$ cat config.mk
export PLATFORM = sky130hd
export DESIGN_NAME = bpred_resolve_queue_flat
export DESIGN_NICKNAME = d
export VERILOG_FILES = /design/src/rtl/bpred_resolve_queue_if.sv /design/src/rtl/bpred_resolve_queue.sv /design/src/flat_wrapper.sv
export SDC_FILE = /design/constraint.sdc
export NUM_CORES = 1
export LEC_CHECK = 0
export CAP_MARGIN = 30
export CELL_PAD_IN_SITES_DETAIL_PLACEMENT = 1
export CELL_PAD_IN_SITES_GLOBAL_PLACEMENT = 2
export CORE_MARGIN = 2
export CORE_UTILIZATION = 42
export DETAILED_ROUTE_END_ITERATION = 6
export PLACE_DENSITY = 0.89
export SLEW_MARGIN = 10
export SYNTH_ARGS = -nofsm -noshare
export SYNTH_HDL_FRONTEND = slang
export SYNTH_SLANG_ARGS = --single-unit
$ cat constraint.sdc
create_clock -name clk -period 17.1 [get_ports clk]
set_input_delay 3.42 -clock clk [delete_from_list [all_inputs] [get_ports clk]]
set_output_delay 3.42 -clock clk [all_outputs]
set_load 0.05 [all_outputs]
$ cat src/rtl/bpred_resolve_queue_if.sv
// Fetch-to-execute branch resolution bus: prediction records from fetch,
// resolutions from execute, and the predictor update / RAS repair / redirect
// results returned by the resolve queue.
interface bpred_resolve_queue_if #(
  parameter int META_W = 12
);
  // Fetch side: predicted control-transfer records
  logic              fetch_push;
  logic [31:0]       fetch_pc4;
  logic              fetch_p_dir;
  logic [31:0]       fetch_p_target;
  logic [META_W-1:0] fetch_meta;
  logic              fetch_is_call;
  logic              fetch_is_ret;
  logic              queue_full;

  // Execute side: branch resolution
  logic              ex_valid;
  logic [31:0]       ex_pc4;
  logic              ex_dir;
  logic [31:0]       ex_target;
  logic              soin_bpredictor_stall;

  // Predictor update bus
  logic              execute_bpredictor_update;
  logic [31:0]       execute_bpredictor_PC4;
  logic [31:0]       execute_bpredictor_target;
  logic              execute_bpredictor_dir;
  logic              execute_bpredictor_miss;
  logic [META_W-1:0] execute_bpredictor_bimodal;

  // RAS repair strobes
  logic              execute_missPred;
  logic              execute_c_r_after_r;
  logic              execute_isCall;

  // Front-end redirect and status
  logic              redirect_valid;
  logic [31:0]       redirect_pc;
  logic              order_error;
  logic [31:0]       resolved_count;
  logic [31:0]       miss_count;

  modport master (
    output fetch_push, fetch_pc4, fetch_p_dir, fetch_p_target, fetch_meta,
           fetch_is_call, fetch_is_ret,
    output ex_valid, ex_pc4, ex_dir, ex_target, soin_bpredictor_stall,
    input  queue_full,
    input  execute_bpredictor_update, execute_bpredictor_PC4,
           execute_bpredictor_target, execute_bpredictor_dir,
           execute_bpredictor_miss, execute_bpredictor_bimodal,
    input  execute_missPred, execute_c_r_after_r, execute_isCall,
    input  redirect_valid, redirect_pc, order_error, resolved_count, miss_count
  );

  modport slave (
    input  fetch_push, fetch_pc4, fetch_p_dir, fetch_p_target, fetch_meta,
           fetch_is_call, fetch_is_ret,
    input  ex_valid, ex_pc4, ex_dir, ex_target, soin_bpredictor_stall,
    output queue_full,
    output execute_bpredictor_update, execute_bpredictor_PC4,
           execute_bpredictor_target, execute_bpredictor_dir,
           execute_bpredictor_miss, execute_bpredictor_bimodal,
    output execute_missPred, execute_c_r_after_r, execute_isCall,
    output redirect_valid, redirect_pc, order_error, resolved_count, miss_count
  );
endinterface

$ cat src/rtl/bpred_resolve_queue.sv
// Branch resolve queue: in-order record of every predicted control transfer.
// Execute pops the oldest record on resolution, compares it with the actual
// outcome and drives predictor update, RAS repair and front-end redirect one
// cycle later. A misprediction flushes every younger record.
module bpred_resolve_queue #(
  parameter int DEPTH  = 8,
  parameter int META_W = 12
) (
  input  logic                  clk,
  input  logic                  reset,
  bpred_resolve_queue_if.slave  bus
);

  localparam int PTR_W = (DEPTH > 1) ? $clog2(DEPTH) : 1;
  localparam int CNT_W = PTR_W + 1;
  localparam logic [CNT_W-1:0] FULL_CNT = CNT_W'(DEPTH);

  function automatic logic mispredict(input logic        act_dir,
                                      input logic [31:0] act_tgt,
                                      input logic        pred_dir,
                                      input logic [31:0] pred_tgt);
    // Wrong direction, or taken to somewhere other than the predicted target
    return (act_dir != pred_dir) | (act_dir & (act_tgt != pred_tgt));
  endfunction

  // Entry storage (data only, never reset)
  logic [31:0]       pc4_mem  [DEPTH];
  logic              dir_mem  [DEPTH];
  logic [31:0]       tgt_mem  [DEPTH];
  logic [META_W-1:0] meta_mem [DEPTH];
  logic              call_mem [DEPTH];
  logic              ret_mem  [DEPTH];

  logic [PTR_W-1:0] head;
  logic [PTR_W-1:0] tail;
  logic [CNT_W-1:0] count;
  logic             last_was_ret;
  logic             order_err;
  logic [31:0]      res_cnt;
  logic [31:0]      miss_cnt;

  // ---- stage p0: decode of this cycle's push / resolve ----
  logic              h_dir, h_call, h_ret;
  logic [31:0]       h_pc4, h_tgt;
  logic [META_W-1:0] h_meta;
  logic              full_p0, res_p0, pop_p0, miss_p0, flush_p0, push_ok_p0, err_p0;

  assign h_pc4  = pc4_mem[head];
  assign h_dir  = dir_mem[head];
  assign h_tgt  = tgt_mem[head];
  assign h_meta = meta_mem[head];
  assign h_call = call_mem[head];
  assign h_ret  = ret_mem[head];

  assign full_p0    = (count == FULL_CNT);
  assign res_p0     = bus.ex_valid & ~bus.soin_bpredictor_stall;
  assign pop_p0     = res_p0 & (count != '0);
  assign miss_p0    = mispredict(bus.ex_dir, bus.ex_target, h_dir, h_tgt);
  assign flush_p0   = pop_p0 & miss_p0;
  // A full queue still accepts a push when the head leaves the same cycle;
  // anything pushed alongside a flush is wrong-path and discarded.
  assign push_ok_p0 = bus.fetch_push & ~flush_p0 & (~full_p0 | pop_p0);
  assign err_p0     = (bus.fetch_push & full_p0 & ~pop_p0)
                    | (res_p0 & (count == '0))
                    | (pop_p0 & (bus.ex_pc4 != h_pc4));

  // Write an accepted prediction record at the tail
  always_ff @(posedge clk) begin
    if (push_ok_p0) begin
      pc4_mem[tail]  <= bus.fetch_pc4;
      dir_mem[tail]  <= bus.fetch_p_dir;
      tgt_mem[tail]  <= bus.fetch_p_target;
      meta_mem[tail] <= bus.fetch_meta;
      call_mem[tail] <= bus.fetch_is_call;
      ret_mem[tail]  <= bus.fetch_is_ret;
    end
  end

  // Head/tail/count bookkeeping; a flush empties the queue outright
  always_ff @(posedge clk) begin
    if (reset || flush_p0) begin
      head  <= '0;
      tail  <= '0;
      count <= '0;
    end else begin
      if (push_ok_p0) tail <= tail + PTR_W'(1);
      if (pop_p0)     head <= head + PTR_W'(1);
      count <= count + CNT_W'(push_ok_p0) - CNT_W'(pop_p0);
    end
  end

  // Sticky error, committed-return history and statistics
  always_ff @(posedge clk) begin
    if (reset) begin
      order_err    <= 1'b0;
      last_was_ret <= 1'b0;
      res_cnt      <= '0;
      miss_cnt     <= '0;
    end else begin
      if (err_p0) order_err <= 1'b1;
      if (pop_p0) begin
        last_was_ret <= h_ret;
        res_cnt      <= res_cnt + 32'd1;
      end
      if (flush_p0) miss_cnt <= miss_cnt + 32'd1;
    end
  end

  // ---- stage p1: registered resolution results ----
  logic              vld_p1, redirect_vld_p1, miss_pred_p1, crr_p1, is_call_p1;
  logic              dir_p1, miss_p1;
  logic [31:0]       pc4_p1, tgt_p1, redirect_pc_p1;
  logic [META_W-1:0] meta_p1;

  // Strobes pulse for one cycle after a pop; data holds until the next pop
  always_ff @(posedge clk) begin
    if (reset) begin
      vld_p1          <= 1'b0;
      redirect_vld_p1 <= 1'b0;
      miss_pred_p1    <= 1'b0;
      crr_p1          <= 1'b0;
      is_call_p1      <= 1'b0;
      dir_p1          <= 1'b0;
      miss_p1         <= 1'b0;
      pc4_p1          <= '0;
      tgt_p1          <= '0;
      redirect_pc_p1  <= '0;
      meta_p1         <= '0;
    end else begin
      vld_p1          <= pop_p0;
      redirect_vld_p1 <= flush_p0;
      miss_pred_p1    <= flush_p0;
      crr_p1          <= pop_p0 & (h_call | h_ret) & last_was_ret;
      is_call_p1      <= pop_p0 & h_call;
      if (pop_p0) begin
        dir_p1         <= bus.ex_dir;
        miss_p1        <= miss_p0;
        pc4_p1         <= bus.ex_pc4;
        tgt_p1         <= bus.ex_target;
        redirect_pc_p1 <= bus.ex_dir ? bus.ex_target : bus.ex_pc4;
        meta_p1        <= h_meta;
      end
    end
  end

  assign bus.queue_full                 = full_p0;
  assign bus.execute_bpredictor_update  = vld_p1;
  assign bus.execute_bpredictor_PC4     = pc4_p1;
  assign bus.execute_bpredictor_target  = tgt_p1;
  assign bus.execute_bpredictor_dir     = dir_p1;
  assign bus.execute_bpredictor_miss    = miss_p1;
  assign bus.execute_bpredictor_bimodal = meta_p1;
  assign bus.execute_missPred           = miss_pred_p1;
  assign bus.execute_c_r_after_r        = crr_p1;
  assign bus.execute_isCall             = is_call_p1;
  assign bus.redirect_valid             = redirect_vld_p1;
  assign bus.redirect_pc                = redirect_pc_p1;
  assign bus.order_error                = order_err;
  assign bus.resolved_count             = res_cnt;
  assign bus.miss_count                 = miss_cnt;

endmodule

$ cat src/flat_wrapper.sv
// flat-port wrapper written by rule: the top's interface ports become plain ports
module bpred_resolve_queue_flat 
#(
  parameter int DEPTH  = 8,
  parameter int META_W = 12
)
  (clk, reset, bus_fetch_push, bus_fetch_pc4, bus_fetch_p_dir, bus_fetch_p_target, bus_fetch_meta, bus_fetch_is_call, bus_fetch_is_ret, bus_ex_valid, bus_ex_pc4, bus_ex_dir, bus_ex_target, bus_soin_bpredictor_stall, bus_queue_full, bus_execute_bpredictor_update, bus_execute_bpredictor_PC4, bus_execute_bpredictor_target, bus_execute_bpredictor_dir, bus_execute_bpredictor_miss, bus_execute_bpredictor_bimodal, bus_execute_missPred, bus_execute_c_r_after_r, bus_execute_isCall, bus_redirect_valid, bus_redirect_pc, bus_order_error, bus_resolved_count, bus_miss_count);
  bpred_resolve_queue_if #(.META_W(META_W)) bus_i ();
  input  logic clk;
  input  logic reset;
  input wire logic [$bits(bus_i.fetch_push)-1:0] bus_fetch_push;
  input wire logic [$bits(bus_i.fetch_pc4)-1:0] bus_fetch_pc4;
  input wire logic [$bits(bus_i.fetch_p_dir)-1:0] bus_fetch_p_dir;
  input wire logic [$bits(bus_i.fetch_p_target)-1:0] bus_fetch_p_target;
  input wire logic [$bits(bus_i.fetch_meta)-1:0] bus_fetch_meta;
  input wire logic [$bits(bus_i.fetch_is_call)-1:0] bus_fetch_is_call;
  input wire logic [$bits(bus_i.fetch_is_ret)-1:0] bus_fetch_is_ret;
  input wire logic [$bits(bus_i.ex_valid)-1:0] bus_ex_valid;
  input wire logic [$bits(bus_i.ex_pc4)-1:0] bus_ex_pc4;
  input wire logic [$bits(bus_i.ex_dir)-1:0] bus_ex_dir;
  input wire logic [$bits(bus_i.ex_target)-1:0] bus_ex_target;
  input wire logic [$bits(bus_i.soin_bpredictor_stall)-1:0] bus_soin_bpredictor_stall;
  output wire logic [$bits(bus_i.queue_full)-1:0] bus_queue_full;
  output wire logic [$bits(bus_i.execute_bpredictor_update)-1:0] bus_execute_bpredictor_update;
  output wire logic [$bits(bus_i.execute_bpredictor_PC4)-1:0] bus_execute_bpredictor_PC4;
  output wire logic [$bits(bus_i.execute_bpredictor_target)-1:0] bus_execute_bpredictor_target;
  output wire logic [$bits(bus_i.execute_bpredictor_dir)-1:0] bus_execute_bpredictor_dir;
  output wire logic [$bits(bus_i.execute_bpredictor_miss)-1:0] bus_execute_bpredictor_miss;
  output wire logic [$bits(bus_i.execute_bpredictor_bimodal)-1:0] bus_execute_bpredictor_bimodal;
  output wire logic [$bits(bus_i.execute_missPred)-1:0] bus_execute_missPred;
  output wire logic [$bits(bus_i.execute_c_r_after_r)-1:0] bus_execute_c_r_after_r;
  output wire logic [$bits(bus_i.execute_isCall)-1:0] bus_execute_isCall;
  output wire logic [$bits(bus_i.redirect_valid)-1:0] bus_redirect_valid;
  output wire logic [$bits(bus_i.redirect_pc)-1:0] bus_redirect_pc;
  output wire logic [$bits(bus_i.order_error)-1:0] bus_order_error;
  output wire logic [$bits(bus_i.resolved_count)-1:0] bus_resolved_count;
  output wire logic [$bits(bus_i.miss_count)-1:0] bus_miss_count;
  assign bus_i.fetch_push = bus_fetch_push;
  assign bus_i.fetch_pc4 = bus_fetch_pc4;
  assign bus_i.fetch_p_dir = bus_fetch_p_dir;
  assign bus_i.fetch_p_target = bus_fetch_p_target;
  assign bus_i.fetch_meta = bus_fetch_meta;
  assign bus_i.fetch_is_call = bus_fetch_is_call;
  assign bus_i.fetch_is_ret = bus_fetch_is_ret;
  assign bus_i.ex_valid = bus_ex_valid;
  assign bus_i.ex_pc4 = bus_ex_pc4;
  assign bus_i.ex_dir = bus_ex_dir;
  assign bus_i.ex_target = bus_ex_target;
  assign bus_i.soin_bpredictor_stall = bus_soin_bpredictor_stall;
  assign bus_queue_full = bus_i.queue_full;
  assign bus_execute_bpredictor_update = bus_i.execute_bpredictor_update;
  assign bus_execute_bpredictor_PC4 = bus_i.execute_bpredictor_PC4;
  assign bus_execute_bpredictor_target = bus_i.execute_bpredictor_target;
  assign bus_execute_bpredictor_dir = bus_i.execute_bpredictor_dir;
  assign bus_execute_bpredictor_miss = bus_i.execute_bpredictor_miss;
  assign bus_execute_bpredictor_bimodal = bus_i.execute_bpredictor_bimodal;
  assign bus_execute_missPred = bus_i.execute_missPred;
  assign bus_execute_c_r_after_r = bus_i.execute_c_r_after_r;
  assign bus_execute_isCall = bus_i.execute_isCall;
  assign bus_redirect_valid = bus_i.redirect_valid;
  assign bus_redirect_pc = bus_i.redirect_pc;
  assign bus_order_error = bus_i.order_error;
  assign bus_resolved_count = bus_i.resolved_count;
  assign bus_miss_count = bus_i.miss_count;
  bpred_resolve_queue #(.DEPTH(DEPTH), .META_W(META_W)) u_core (.clk(clk), .reset(reset), .bus(bus_i));
endmodule
==> impl_metrics.xml, run 1 <==
<?xml version="1.0" encoding="UTF-8"?>
<metrics>
  <group name="outcome">
    <metric name="outcome" unit="">finished, final reports clean</metric>
  </group>
  <group name="placed_design">
    <metric name="final_hpwl_from_detailed_placement" unit="mm">64.1</metric>
    <metric name="buffer_ports.inserted" unit="">329</metric>
    <metric name="placedCellCount" unit="">3266</metric>
    <metric name="gp_congestion" unit="">0.829</metric>
  </group>
  <group name="grt">
    <metric name="first_global_vias" unit="">20400</metric>
    <metric name="largest_net_degree_at_the_start_of_global_routing" unit="">120</metric>
    <metric name="grt_antenna_before_repair" unit="">12</metric>
    <metric name="global_route_wire_length_before_repair" unit="mm">139</metric>
    <metric name="grt-ovfl-total" unit="">0</metric>
    <metric name="grtUsageTotal" unit="">0.243</metric>
  </group>
  <group name="detailed_routing">
    <metric name="antenna_violating_nets_post_route" unit="">0</metric>
    <metric name="postRouteWirelength" unit="mm">96.2</metric>
    <metric name="wire_per_inst" unit="um">27.9</metric>
    <metric name="detailedRoute.firstIterationViolations" unit="">1533</metric>
    <metric name="routed-via-count" unit="">19200</metric>
    <metric name="drc" unit="">0</metric>
    <metric name="drt_pre_antenna_iters" unit="">6</metric>
    <metric name="detail_route.vias_per_cell" unit="">5.59</metric>
  </group>
  <group name="power_and_ir_drop">
    <metric name="power.leakage" unit="uW">0.0126</metric>
    <metric name="pwr_density_cell" unit="nW/um2">133</metric>
    <metric name="max-vdd-ir-drop" unit="V">0.0000848</metric>
  </group>
  <group name="floorplan">
    <metric name="coreArea" unit="um2">76200</metric>
    <metric name="floorplan.die_area" unit="um2">79400</metric>
    <metric name="std_cell_rows" unit="">101</metric>
    <metric name="fp.dieH" unit="um">282</metric>
    <metric name="num_io_pins" unit="">330</metric>
    <metric name="die_x" unit="um">282</metric>
    <metric name="start_util" unit="">0.426</metric>
  </group>
  <group name="synth">
    <metric name="netlist_instances" unit="">1992</metric>
    <metric name="postSynthRegisterBits" unit="">825</metric>
    <metric name="async_reset_ff_frac" unit="">0</metric>
    <metric name="synth_cell_types" unit="">56</metric>
    <metric name="total_nets_after_synthesis" unit="">2152</metric>
    <metric name="avg_synthesized_cell_area" unit="um2">16.3</metric>
    <metric name="postSynth.topFlopCell" unit="">edfxtp_1</metric>
    <metric name="edff_count_synth" unit="">632</metric>
    <metric name="synth_area_leaders" unit="">edfxtp_1, dfxtp_1, mux4_2, mux2i_1, nand2_1</metric>
    <metric name="synth_sequential_area_ratio" unit="">0.704</metric>
    <metric name="synth_largest_area_cell" unit="">edfxtp_1</metric>
    <metric name="synthesis.area" unit="um2">32400</metric>
    <metric name="synth_top_area_share" unit="">0.585</metric>
    <metric name="synthesis.yosys.warnings" unit="">0</metric>
  </group>
  <group name="setup_path">
    <metric name="crit_path_frequent_cell" unit="">buf_4</metric>
    <metric name="cp_top_family" unit="">buffers and inverters</metric>
    <metric name="crit_slowest_cell" unit="">nor3_2</metric>
    <metric name="setup.worst_path.class" unit="">in -&gt; reg</metric>
    <metric name="critPathMaxStageDelay" unit="ns">0.75</metric>
    <metric name="timing.critical_path.arrival" unit="ns">8.00</metric>
    <metric name="crit_path_cell_trace" unit="">clkdlybuf4s50_1 -&gt; xnor2_1 -&gt; nor3_1 -&gt; nand3_1 -&gt; nor4_4 -&gt; buf_4 -&gt; o21ai_4 -&gt; nor3_2 -&gt; buf_4 -&gt; buf_4</metric>
    <metric name="critical_path.endpoint_type" unit="">flop</metric>
    <metric name="critPathMaxFanout" unit="">46</metric>
    <metric name="cp_num_buf_inv" unit="">4</metric>
    <metric name="worst_ep_required_time" unit="ns">17.38</metric>
    <metric name="worst_setup_path_start_kind" unit="">input pin</metric>
  </group>
  <group name="cells_and_area">
    <metric name="nets" unit="">2490</metric>
    <metric name="synthToLayoutAreaGrowth" unit="%">23.3</metric>
    <metric name="stdcell_count" unit="">3442</metric>
    <metric name="layout-drive-gt1-share" unit="">0.143</metric>
    <metric name="fill_cells" unit="">7169</metric>
  </group>
  <group name="sta">
    <metric name="worst_hold_slack" unit="ns">0.456</metric>
    <metric name="fin_crit" unit="ns">7.72</metric>
    <metric name="hold_viol" unit="">0</metric>
    <metric name="maxSlewHeadroom" unit="">0.350</metric>
    <metric name="final_setup_vio_count" unit="">0</metric>
    <metric name="final_period_utilization" unit="">0.451</metric>
    <metric name="worst-slew-pin-transition" unit="ns">0.976</metric>
    <metric name="skew" unit="ns">0.0328</metric>
    <metric name="grt_setup_unrepaired" unit="">no</metric>
    <metric name="fmaxAchievable" unit="MHz">130</metric>
    <metric name="finalMaxSlewViolations" unit="">0</metric>
    <metric name="fin_setup_tns" unit="ns">0</metric>
  </group>
  <group name="clock_network">
    <metric name="cts.sinks" unit="">825</metric>
    <metric name="clock-root-buffer" unit="">clkbuf_16</metric>
    <metric name="cts_hold_fix_bufs" unit="">0</metric>
    <metric name="tritoncts_buffer_count" unit="">87</metric>
    <metric name="cts_tree" unit="">yes</metric>
    <metric name="cts.htree.levels" unit="">3</metric>
    <metric name="clk_pin_slew_worst_paths" unit="ns">0.06</metric>
    <metric name="clkLatencyLatePin" unit="ns">0.66</metric>
    <metric name="post_cts_buffers" unit="">0</metric>
    <metric name="post_cts_resized" unit="">0</metric>
    <metric name="cts.path.max_buffers" unit="">3</metric>
  </group>
  <group name="run">
    <metric name="cap_viol_max_count" unit="">0</metric>
  </group>
  <group name="hold_path">
    <metric name="min_path_type" unit="">reg -&gt; reg</metric>
  </group>
</metrics>
==> state kept, by name (all words and copies together), names as in the netlist, 4 cells and up, named ones only <==
register                               count
u_core.bus.execute_bpredictor_PC4         32
u_core.bus.redirect_pc                    32
u_core.bus.miss_count                     32
u_core.bus.execute_bpredictor_bimodal     12
u_core.dir_mem                             8
u_core.meta_mem                           96
u_core.pc4_mem                           256
u_core.count                               4
u_core.tgt_mem                           256
u_core.bus.execute_bpredictor_target      32
u_core.ret_mem                             8
u_core.bus.resolved_count                 32
u_core.call_mem                            8
==> cells in the mapped netlist (all sizes together), types with 2 or more instances <==
cell type and instances:
a211oi 44, a21boi 2, a21o 4, a21oi 92, a22o 2, a22oi 13, and2 6, and3 14
and4 5, buf 43, clkbuf 73, dfxtp 193, edfxtp 632, ha 10, inv 14, mux2 21
mux2i 138, mux4 140, nand2 172, nand2b 3, nand3 27, nand3b 2, nand4 16, nor2 114
nor2b 26, nor3 17, nor3b 4, nor4 19, nor4b 6, o21ai 8, o31ai 13, or2 3
or3 6, or4 12, xnor2 62, xor2 26
==> worst register-to-register path: cells and delay by family, from the launching register on <==
kind	cells	cell delay [ns]
xor gates and xnor gates	1	0.13
buffers and inverters	4	2.62
muxes	2	1.06
AOI/OAI and AO/OA	1	0.27
and+or+nand+nor	4	1.79
DFF	1	0.89
==> metal layers <==
| layer | vias up | global-route usage | wire length (um) |
|---|---|---|---|
| met1 | 9901 | 0.317 | 38200 |
| met5 | - | 0 | 54 |
| li1 | 8363 | - | - |
| met2 | 809 | 0.399 | 46700 |
| met3 | 152 | 0.0563 | 8100 |
| met4 | 8 | 0.0872 | 3130 |
==> per-stage QoR <==
stage                     utilization  total power (uW)  instance area, um2  setup slack [ns]
after CTS                       0.523              5330               39900              8.87
after global placement          0.483              3330               36800              8.32
after global routing            0.525              5480               40000              9.05
after floorplan                     -              3020               32400              4.20
final                           0.525              5300               40000              9.38
after detailed placement        0.484              3370               36900              8.20
==> power breakdown <==
| group | switching [uW] | internal, uW | total, uW |
|---|---|---|---|
| logic | 592 | 360 | 953 |
| registers | 74.3 | 2310 | 2380 |
| clock network | 827 | 1140 | 1970 |
| total | 1490 | 3810 | 5300 |
==> final cells by class <==
type	instances	area (um2)	share of cell area
antenna	8	20.0	0.000501
tap	1030	1290	0.0322
clock buffer	101	2250	0.0563
clock inverter	62	754	0.0189
timing repair buffer	365	3700	0.0924
sequential	825	22900	0.572
multi-input combinational	1037	9070	0.227
inverter	14	57.6	0.00144
==> worst paths after layout <==
path | slack (ns) | endpoint | startpoint | cells after the start
min | 0.46 | u_core.bus.execute_bpredictor_target[27] | u_core.bus.execute_bpredictor_target[27] | 2
max reg2reg | 9.96 | u_core.pc4_mem[5][10] | flop | 12
max | 9.38 | u_core.pc4_mem[5][10] | bus_ex_target[7] | 10
min reg2reg | 0.46 | u_core.bus.execute_bpredictor_target[27] | u_core.bus.execute_bpredictor_target[27] | 2
==> logic make-up (layout without fill, tap and decap cells) <==
family / after synthesis / count (layout) / share of synthesized area
XOR/XNOR: 88 / 88 / 0.0238
buffers and inverters: 130 / 542 / 0.0180
other: 0 / 8 / 0
flip-flops: 825 / 825 / 0.704
AO/OA/AOI/OAI: 186 / 186 / 0.0360
AND/OR/NAND/NOR: 453 / 453 / 0.0663
multiplexers: 299 / 299 / 0.147
adder cells (fa/ha/maj): 11 / 11 / 0.00448
==> cell usage in the layout, fill, tap and decap left out, types with 17 or more instances in the layout <==
cell	count
edfxtp_1	632
clkdlybuf4s50_1	327
dfxtp_1	189
nand2_1	171
mux4_2	140
mux2i_1	138
nor2_1	112
a21oi_1	92
clkbuf_16	87
xnor2_1	62
a211oi_1	44
buf_4	28
nand3_1	27
nor2b_1	26
xor2_1	26
mux2_1	19
clkinv_2	19
nor4_1	17
No activity file was read; power rests on OpenSTA's default activity.
==> inputs of run 2 (changes only) <==
==> constraint.sdc (replaced) <==
create_clock -name clk -period 7.3 [get_ports clk]
set_input_delay 1.46 -clock clk [delete_from_list [all_inputs] [get_ports clk]]
set_output_delay 1.46 -clock clk [all_outputs]
set_load 0.05 [all_outputs]
==> impl_metrics.xml, run 2 (synthesized netlist as in run 1, its figures left out) <==
<?xml version="1.0" encoding="UTF-8"?>
<metrics>
  <group name="outcome">
    <metric name="outcome" unit="">finished, final reports clean</metric>
  </group>
  <group name="power_and_ir_drop">
    <metric name="pwr_density_cell" unit="nW/um2">310</metric>
    <metric name="power.leakage" unit="uW">0.0126</metric>
    <metric name="power_report.internal_total" unit="uW">8940</metric>
    <metric name="p_clk_frac" unit="">0.370</metric>
    <metric name="power.switching_fraction" unit="">0.278</metric>
    <metric name="share_of_total_power_in_combinational_logic" unit="">0.178</metric>
    <metric name="power.net_switching" unit="uW">3440</metric>
    <metric name="power.sequential.fraction" unit="">0.451</metric>
    <metric name="max-vdd-ir-drop" unit="V">0.000192</metric>
  </group>
  <group name="cells_and_area">
    <metric name="finish.utilization" unit="">0.524</metric>
    <metric name="fill_cells" unit="">7189</metric>
    <metric name="largest_registers_in_the_final_layout" unit="">u_core.pc4_mem x256, u_core.tgt_mem x256, u_core.meta_mem x96</metric>
    <metric name="layout-drive-gt1-share" unit="">0.142</metric>
    <metric name="nets" unit="">2490</metric>
    <metric name="synthToLayoutAreaGrowth" unit="%">23.2</metric>
    <metric name="stdcell_count" unit="">3439</metric>
    <metric name="layout.cells.most_common" unit="">edfxtp_1</metric>
    <metric name="most-common-layout-cells" unit="">edfxtp_1, clkdlybuf4s50_1, dfxtp_1</metric>
  </group>
  <group name="detailed_routing">
    <metric name="drt_pre_antenna_iters" unit="">5</metric>
    <metric name="detailedRoute.firstIterationViolations" unit="">1693</metric>
    <metric name="antenna_violating_nets_post_route" unit="">0</metric>
    <metric name="postRouteWirelength" unit="mm">97.3</metric>
    <metric name="routed-via-count" unit="">19400</metric>
    <metric name="wire_per_inst" unit="um">28.3</metric>
    <metric name="detail_route.vias_per_cell" unit="">5.64</metric>
    <metric name="drc" unit="">0</metric>
  </group>
  <group name="run">
    <metric name="cap_viol_max_count" unit="">0</metric>
  </group>
  <group name="clock_network">
    <metric name="post_cts_resized" unit="">0</metric>
    <metric name="cts.sinks" unit="">825</metric>
    <metric name="clkLatencyLatePin" unit="ns">0.64</metric>
    <metric name="cts.path.max_buffers" unit="">3</metric>
    <metric name="cts_tree" unit="">yes</metric>
    <metric name="clk_pin_slew_worst_paths" unit="ns">0.06</metric>
    <metric name="tritoncts_buffer_count" unit="">87</metric>
    <metric name="cts_hold_fix_bufs" unit="">0</metric>
    <metric name="post_cts_buffers" unit="">0</metric>
    <metric name="clock-root-buffer" unit="">clkbuf_16</metric>
    <metric name="cts.htree.levels" unit="">3</metric>
  </group>
  <group name="grt">
    <metric name="grt-ovfl-total" unit="">0</metric>
    <metric name="largest_net_degree_at_the_start_of_global_routing" unit="">132</metric>
    <metric name="grt_antenna_before_repair" unit="">17</metric>
    <metric name="grtUsageTotal" unit="">0.245</metric>
    <metric name="first_global_vias" unit="">20600</metric>
    <metric name="global_route_wire_length_before_repair" unit="mm">141</metric>
  </group>
  <group name="sta">
    <metric name="worst_hold_slack" unit="ns">0.462</metric>
    <metric name="grt_setup_unrepaired" unit="">no</metric>
    <metric name="hold_viol" unit="">0</metric>
    <metric name="skew" unit="ns">0.0273</metric>
    <metric name="fmaxAchievable" unit="MHz">189</metric>
    <metric name="final_period_utilization" unit="">0.726</metric>
    <metric name="finalMaxSlewViolations" unit="">0</metric>
    <metric name="maxSlewHeadroom" unit="">0.337</metric>
    <metric name="worst-slew-pin-transition" unit="ns">0.993</metric>
    <metric name="final_setup_vio_count" unit="">0</metric>
    <metric name="fin_crit" unit="ns">5.30</metric>
  </group>
  <group name="placed_design">
    <metric name="final_hpwl_from_detailed_placement" unit="mm">62.7</metric>
    <metric name="gp_congestion" unit="">0.837</metric>
    <metric name="placedCellCount" unit="">3268</metric>
    <metric name="buffer_ports.inserted" unit="">329</metric>
  </group>
  <group name="floorplan">
    <metric name="fp.dieH" unit="um">282</metric>
    <metric name="start_util" unit="">0.426</metric>
    <metric name="std_cell_rows" unit="">101</metric>
    <metric name="num_io_pins" unit="">330</metric>
    <metric name="coreArea" unit="um2">76200</metric>
    <metric name="floorplan.die_area" unit="um2">79400</metric>
    <metric name="die_x" unit="um">282</metric>
  </group>
  <group name="setup_path">
    <metric name="timing.critical_path.arrival" unit="ns">5.57</metric>
    <metric name="setup.worst_path.class" unit="">reg -&gt; reg</metric>
    <metric name="worst_ep_required_time" unit="ns">7.57</metric>
    <metric name="critPathMaxFanout" unit="">48</metric>
    <metric name="critical_path.endpoint_type" unit="">flop</metric>
    <metric name="worst_setup_path_start_kind" unit="">flop</metric>
  </group>
  <group name="hold_path">
    <metric name="min_path_type" unit="">reg -&gt; reg</metric>
  </group>
</metrics>
-- run 2: worst max-delay path, stage by stage, from the launching register on --
cell     delay, ns
dfxtp_4       0.86
buf_4         0.39
mux4_2        0.34
mux2i_1       0.29
xnor2_1       0.13
nor4_1        0.51
nand3_1       0.29
nor4_4        0.53
o21ai_4       0.24
nor4b_4       0.85
buf_12        0.38
-- run 2: worst paths after layout --
check | start | end | slack [ns] | depth (start not counted)
max | flop | u_core.meta_mem[2][8] | 2.00 | 10
min | u_core.bus.execute_bpredictor_PC4[9] | u_core.bus.execute_bpredictor_PC4[9] | 0.46 | 2
max reg2reg | flop | u_core.meta_mem[2][8] | 2.00 | 10
min reg2reg | u_core.bus.execute_bpredictor_PC4[9] | u_core.bus.execute_bpredictor_PC4[9] | 0.46 | 2
-- run 2: stage by stage --
stage	setup slack (ns)	setup TNS (ns)	cell area [um2]	power (uW)
2_1_floorplan	-1.51	-345.08	32400	7060
3_3_place_gp	2.04	0	36900	7790
3_5_place_dp	1.96	0	36900	7880
4_1_cts	1.91	0	39900	12500
5_1_grt	1.71	0	39900	12800
6_report	2.00	0	39900	12400
-- run 2: final cells by class --
type	count	area [um2]	area share
diodes	7	17.5	0.000439
multi-input cells	1037	9080	0.227
repair buffers	365	3680	0.0921
inverters	14	57.6	0.00144
flip-flops and latches	825	22900	0.572
clock buffers	116	2430	0.0608
well taps	1030	1290	0.0323
clock inverters	45	531	0.0133
-- run 2: routing by layer --
layer  part of all wire  global-route usage  wire length (um)  up-vias
met5             0.0013                   0               130        -
met4              0.037               0.103              3600       20
met3              0.091              0.0760              8840      203
met2               0.48               0.396             46800      767
met1               0.39               0.306             37900    10000
li1                   -                   -                 -     8347
-- run 2: power groups by stage --
stage                     logic (uW)  clock network (uW)  registers (uW)
after detailed placement        2170                   0            5700
after floorplan                 1110                   0            5950
after CTS                       2200                4660            5610
final                           2210                4590            5590
after global placement          2120                   0            5670
after global routing            2350                4820            5620
